==> src/rtl/mod_counter_pkg.sv <==
// ---------------------------------------------------------------------------
// counter_pkg : range helpers shared by the modulo counter
// Rev 1.0
// ---------------------------------------------------------------------------
`default_nettype none

package counter_pkg;

  localparam int MAX_WIDTH = 32;

  // MAX is returned at 33 bits so that a full 32-bit range is representable.
  function automatic logic [32:0] max_count(input int width, input longint modulus);
    if (modulus == 0) begin
      return (33'd1 << width) - 33'd1;
    end
    return 33'(modulus - 1);
  endfunction

  function automatic bit modulus_ok(input int width, input longint modulus);
    if (width < 1 || width > MAX_WIDTH) begin
      return 1'b0;
    end
    return (modulus == 0) || (modulus >= 2 && modulus <= (longint'(1) << width));
  endfunction

endpackage

`default_nettype wire

==> src/rtl/mod_counter_if.sv <==
// ---------------------------------------------------------------------------
// mod_counter_if : control and status bundle of one counter unit
// Rev 1.0
// ---------------------------------------------------------------------------
`default_nettype none

interface mod_counter_if #(
  parameter int WIDTH = 16
);
  logic             enable;
  logic             up;
  logic             load;
  logic [WIDTH-1:0] load_value;
  logic [WIDTH-1:0] Q;
  logic             tc;
  logic             wrapped;

  modport master (
    output enable, up, load, load_value,
    input  Q, tc, wrapped
  );

  modport slave (
    input  enable, up, load, load_value,
    output Q, tc, wrapped
  );
endinterface

`default_nettype wire

==> src/rtl/mod_counter_next.sv <==
// ---------------------------------------------------------------------------
// mod_counter_next : combinational next-count and limit-event logic
// Rev 1.0
// ---------------------------------------------------------------------------
`default_nettype none

module mod_counter_next #(
  parameter int WIDTH    = 16,
  parameter bit SATURATE = 1'b0
) (
  input  logic [WIDTH-1:0] q_i,
  input  logic             up_i,
  input  logic [WIDTH-1:0] max_i,
  output logic [WIDTH-1:0] next_q_o,
  output logic             limit_o
);

  logic [WIDTH:0] w_q_ext;
  logic [WIDTH:0] w_inc;
  logic [WIDTH:0] w_dec;
  logic           w_at_max;
  logic           w_at_zero;

  assign w_q_ext   = {1'b0, q_i};
  assign w_inc     = w_q_ext + {{WIDTH{1'b0}}, 1'b1};
  assign w_dec     = w_q_ext - {{WIDTH{1'b0}}, 1'b1};
  assign w_at_max  = (q_i == max_i);
  assign w_at_zero = (q_i == '0);

  always_comb begin
    next_q_o = q_i;
    limit_o  = 1'b0;
    if (up_i) begin
      limit_o = w_at_max;
      if (!w_at_max) begin
        next_q_o = w_inc[WIDTH-1:0];
      end else if (!SATURATE) begin
        next_q_o = '0;
      end
    end else begin
      limit_o = w_at_zero;
      if (!w_at_zero) begin
        next_q_o = w_dec[WIDTH-1:0];
      end else if (!SATURATE) begin
        next_q_o = max_i;
      end
    end
  end

endmodule

`default_nettype wire

==> src/rtl/mod_counter.sv <==
// ---------------------------------------------------------------------------
// mod_counter : WIDTH-bit up/down modulo counter with load, tc and sticky flag
// Rev 1.0
// ---------------------------------------------------------------------------
`default_nettype none

module mod_counter
  import counter_pkg::*;
#(
  parameter int     WIDTH    = 16,
  parameter longint MODULUS  = 0,
  parameter bit     SATURATE = 1'b0
) (
  input  logic            clock,
  input  logic            clear,
  mod_counter_if.slave    bus
);

  localparam bit          C_CFG_OK   = modulus_ok(WIDTH, MODULUS);
  localparam logic [32:0] C_MAX_FULL = max_count(WIDTH, MODULUS);
  localparam logic [WIDTH-1:0] C_MAX = C_MAX_FULL[WIDTH-1:0];

  generate
    if (!C_CFG_OK) begin : g_bad_cfg
      $error("mod_counter: WIDTH must be 1..32 and MODULUS 0 or 2..2^WIDTH");
    end
  endgenerate

  logic [WIDTH-1:0] q_q, q_d;
  logic             tc_q, tc_d;
  logic             wrapped_q, wrapped_d;

  logic [WIDTH-1:0] w_next_q;
  logic             w_limit;
  logic [WIDTH-1:0] w_load_q;

  mod_counter_next #(
    .WIDTH    (WIDTH),
    .SATURATE (SATURATE)
  ) u_next (
    .q_i      (q_q),
    .up_i     (bus.up),
    .max_i    (C_MAX),
    .next_q_o (w_next_q),
    .limit_o  (w_limit)
  );

  // Loaded values above MAX are clamped so Q never leaves 0..MAX.
  assign w_load_q = ({1'b0, bus.load_value} > {1'b0, C_MAX}) ? C_MAX : bus.load_value;

  always_comb begin
    q_d       = q_q;
    tc_d      = 1'b0;
    wrapped_d = wrapped_q;
    if (bus.load) begin
      q_d       = w_load_q;
      wrapped_d = 1'b0;
    end else if (bus.enable) begin
      q_d       = w_next_q;
      tc_d      = w_limit;
      wrapped_d = wrapped_q | w_limit;
    end
  end

  always_ff @(posedge clock) begin
    if (clear) begin
      q_q       <= '0;
      tc_q      <= 1'b0;
      wrapped_q <= 1'b0;
    end else begin
      q_q       <= q_d;
      tc_q      <= tc_d;
      wrapped_q <= wrapped_d;
    end
  end

  assign bus.Q       = q_q;
  assign bus.tc      = tc_q;
  assign bus.wrapped = wrapped_q;

endmodule

`default_nettype wire

==> src/flat_wrapper.sv <==
// flat-port wrapper written by rule: the top's interface ports become plain ports
module mod_counter_flat import counter_pkg::*;
#(
  parameter int     WIDTH    = 16,
  parameter longint MODULUS  = 0,
  parameter bit     SATURATE = 1'b0
)
  (clock, clear, bus_enable, bus_up, bus_load, bus_load_value, bus_Q, bus_tc, bus_wrapped);
  mod_counter_if #(.WIDTH(WIDTH)) bus_i ();
  input  logic clock;
  input  logic clear;
  input wire logic [$bits(bus_i.enable)-1:0] bus_enable;
  input wire logic [$bits(bus_i.up)-1:0] bus_up;
  input wire logic [$bits(bus_i.load)-1:0] bus_load;
  input wire logic [$bits(bus_i.load_value)-1:0] bus_load_value;
  output wire logic [$bits(bus_i.Q)-1:0] bus_Q;
  output wire logic [$bits(bus_i.tc)-1:0] bus_tc;
  output wire logic [$bits(bus_i.wrapped)-1:0] bus_wrapped;
  assign bus_i.enable = bus_enable;
  assign bus_i.up = bus_up;
  assign bus_i.load = bus_load;
  assign bus_i.load_value = bus_load_value;
  assign bus_Q = bus_i.Q;
  assign bus_tc = bus_i.tc;
  assign bus_wrapped = bus_i.wrapped;
  mod_counter #(.WIDTH(WIDTH), .MODULUS(MODULUS), .SATURATE(SATURATE)) u_core (.clock(clock), .clear(clear), .bus(bus_i));
endmodule
==> config.mk <==
export PLATFORM = sky130hd
export DESIGN_NAME = mod_counter_flat
export DESIGN_NICKNAME = d
export VERILOG_FILES = /design/src/rtl/mod_counter_pkg.sv /design/src/rtl/mod_counter_if.sv /design/src/rtl/mod_counter_next.sv /design/src/rtl/mod_counter.sv /design/src/flat_wrapper.sv
export SDC_FILE = /design/constraint.sdc
export NUM_CORES = 1
export LEC_CHECK = 0
export ABC_AREA = 0
export BUFFER_PORTS_ARGS = -buffer_cell sky130_fd_sc_hd__buf_2
export CAP_MARGIN = 0
export CORE_ASPECT_RATIO = 0.5
export CORE_MARGIN = 4
export CORE_UTILIZATION = 40
export DETAILED_ROUTE_END_ITERATION = 10
export GPL_ROUTABILITY_DRIVEN = 0
export SLEW_MARGIN = 40
export SYNTH_ARGS = -nofsm -noshare
export SYNTH_HDL_FRONTEND = slang
export SYNTH_HIERARCHICAL = 1
export SYNTH_SLANG_ARGS = --single-unit
==> constraint.sdc <==
create_clock -name clock -period 3.8 [get_ports clock]
set_input_delay 0.76 -clock clock [delete_from_list [all_inputs] [get_ports clock]]
set_output_delay 0.76 -clock clock [all_outputs]
set_load 0.005 [all_outputs]
==> run summary <==
Status: complete, no violations
CTS clock-pin slew for the worst setup and hold paths: 70 ps
Flops & latches, synth: 18
Most used flip-flop cell after synthesis: dfxtp_1
Fin Hold WS: 514.1 ps
Ranking of synthesized cells by area: dfxtp_1 (18%), xnor2_1 (13%), mux2i_1 (8.4%)
Post-Syn Instances: 256
Beginning of the worst hold path: u_core/bus.wrapped$_SDFFE_PP0P_
CTS H-tree depth: 1
WHS Endpoint: u_core/bus.wrapped$_SDFFE_PP0P_
Critical R2R Capture: u_core/bus.Q[13]$_SDFFE_PP0P_
P&R area growth vs syn: 15.80%
Gr usage total: 19.48%
Max Root-Sink Buffers: 2
Number of flops mapped to enable cells by yosys: 0
Port Buffers: 38
Synth async-reset ratio: 0%
Top-count cell post-synth: nor2_1
R2R depth: 7
Ant diodes: 0
Inst Count DP: 372
Non-filler cells, final: 376
Core area: 0.004932 mm^2
Final HPWL DP: 4.285 mm
Synthesized cell area: 0.002036 mm^2
Worst vdd ir: 243.5 uV
Syn. warnings: 6
Initial antenna violation count: 0
Pwr dens: 271.7 mW/mm^2
Vias: 1982
Global-route wire length before repair: 9.908 mm
Vias in the first global route: 1854
Dpl ws: 1014 ps
Achievable frequency: 357.6 MHz
Setup-failing EPs final: 0
Die width: 108.9 um
Critical Path Start Type: flop
Post-synth top area share: 17.70%
# IOs: 39
Post-DRT Antenna Nets: 0
Worst min path class: flop to flop
Pin count of the biggest net entering global routing: 20
Worst-path maximum fanout: 12
Max_slew headroom: 50.05%
Routed wire length per instance: 15.41 um
CTS resizes: 0
FP Rows: 18
Die height: 58.45 um
Worst-Margin Slew: 746.7 ps
Total grt overflow: 0
Full die area: 0.006364 mm^2
Design Area, Final: 0.002357 mm^2
Final Skew: 1.889 ps
Crit path kind: flop to flop
1st-iter DRT viols: 225
First-pass DRT Iterations: 4
CP arrival: 2910 ps
Post-synthesis sequential area ratio: 17.70%
Share of cells above drive strength 1: 17.97%
Total Wirelength: 5.794 mm
Synth cell types: 52
Layout net count: 331
Postcts setup bufs: 0
Starting Density: 41.27%
Vias per cell: 5.271
Period Utilization, post-route: 73.60%
Fin. Hold Viols: 0
Reg-to-reg startpoint: u_core/bus.Q[8]$_SDFFE_PP0P_
Mean area per synthesized cell: 7.952 um^2
Clock latency on the worst-skew pair: 250 ps
Final TNS setup: 0 ps
Final Max Tran Viols: 0
Final WS setup: 1003 ps
Top cells by count, synth: nor2_1 (33), xnor2_1 (31), dfxtp_1 (18)
# hold bufs at CTS: 0
Residual DRC: 0
CP Capture Type: flop
Total CTS buffers: 3
Placed instance area: 0.002302 mm^2
Hold depth: 2
Leakage: 0.9392 nW
RSZ-0062 raised after global routing: false
Root Buffer: clkbuf_8
R2R Setup Slk: 1000 ps
Post-synth top area cell: dfxtp_1
TritonCTS clock tree: done
Number of clock sinks: 18
Max_cap viols: 0
Min cycle time layout: 2797 ps
Req. time, crit path: 3910 ps
where the power goes:
part | switching [mW] | internal (mW) | total, mW
clock network | 0.0611 | 0.0918 | 0.153
logic | 0.125 | 0.110 | 0.235
registers | 0.0494 | 0.203 | 0.252
total | 0.235 | 0.405 | 0.640
layout by cell type (no fill, tap or decap), types with 3 or more instances in the layout:
cell type,instances
inv_1,6
nand2_1,8
buf_2,38
and3_1,3
nor2b_1,16
dfxtp_1,18
clkbuf_8,4
conb_1,32
a211oi_1,17
o32ai_1,12
buf_4,4
nand3_1,8
xnor2_1,31
nor2_1,33
mux2i_1,17
nor3_1,7
xor2_1,8
ha_1,3
nand4_1,10
layer usage:
metal	routed length, um	track usage [%]	vias up
li1	-	-	984
met1	3075	31.68	911
met2	2248	26.79	83
met3	430	2.957	4
met4	39	2.878	0
met5	0	0	-
critical path: stages, from the launching register on:
cell,delay (ps)
dfxtp_1,670
xnor2_1,180
nand4_1,210
o41ai_4,790
o21bai_1,160
a221o_1,390
mux2i_1,160
a211oi_1,90
kinds of logic after synthesis:
kind of cell | after synthesis | share of synthesized area [%]
xor gates and xnor gates | 39 | 16.78
adders and majority gates | 3 | 1.844
and+or+nand+nor | 102 | 28.34
muxes | 17 | 8.359
buffers and inverters | 33 | 8.851
AOI/OAI and AO/OA | 43 | 17.95
other | 1 | 0.1842
DFF | 18 | 17.70
worst max path at each step:
| stage | start | end | slack [ps] | depth (start not counted) |
|---|---|---|---|---|
| 4_1_cts | u_core/bus.Q[8]$_SDFFE_PP0P_ | u_core/bus.Q[13]$_SDFFE_PP0P_ | 1010 | 7 |
| 3_5_place_dp | u_core/bus.Q[8]$_SDFFE_PP0P_ | u_core/bus.Q[13]$_SDFFE_PP0P_ | 1010 | 7 |
| 3_3_place_gp | u_core/bus.Q[8]$_SDFFE_PP0P_ | u_core/bus.Q[13]$_SDFFE_PP0P_ | 1080 | 7 |
| 5_1_grt | u_core/bus.Q[8]$_SDFFE_PP0P_ | u_core/bus.Q[13]$_SDFFE_PP0P_ | 770 | 7 |
| 6_report | u_core/bus.Q[8]$_SDFFE_PP0P_ | u_core/bus.Q[13]$_SDFFE_PP0P_ | 1000 | 7 |
| 2_1_floorplan | u_core/bus.Q[0]$_SDFFE_PP0P_ | u_core/bus.Q[15]$_SDFFE_PP0P_ | 1420 | 11 |
state kept, by name (all words and copies together), names as in the netlist:
signal	cells
u_core/bus.tc	1
u_core/bus.wrapped	1
u_core/bus.Q	16
through the flow:
step	power, mW	utilization, %
after CTS	0.6406	47.79
after detailed placement	0.4876	46.68
final	0.6404	47.79
after floorplan	0.4277	-
after global routing	0.6872	47.79
after global placement	0.4872	46.68
cell type report:
class / count / area, um^2
clock buffers: 4 / 55.05
fillers: 514 / 2575
inverters: 6 / 22.52
multi-input cells: 236 / 1612
flip-flops and latches: 18 / 360.3
well taps: 70 / 87.58
repair buffers: 42 / 220.2
Note: power is estimated with default switching activity, not from simulation.
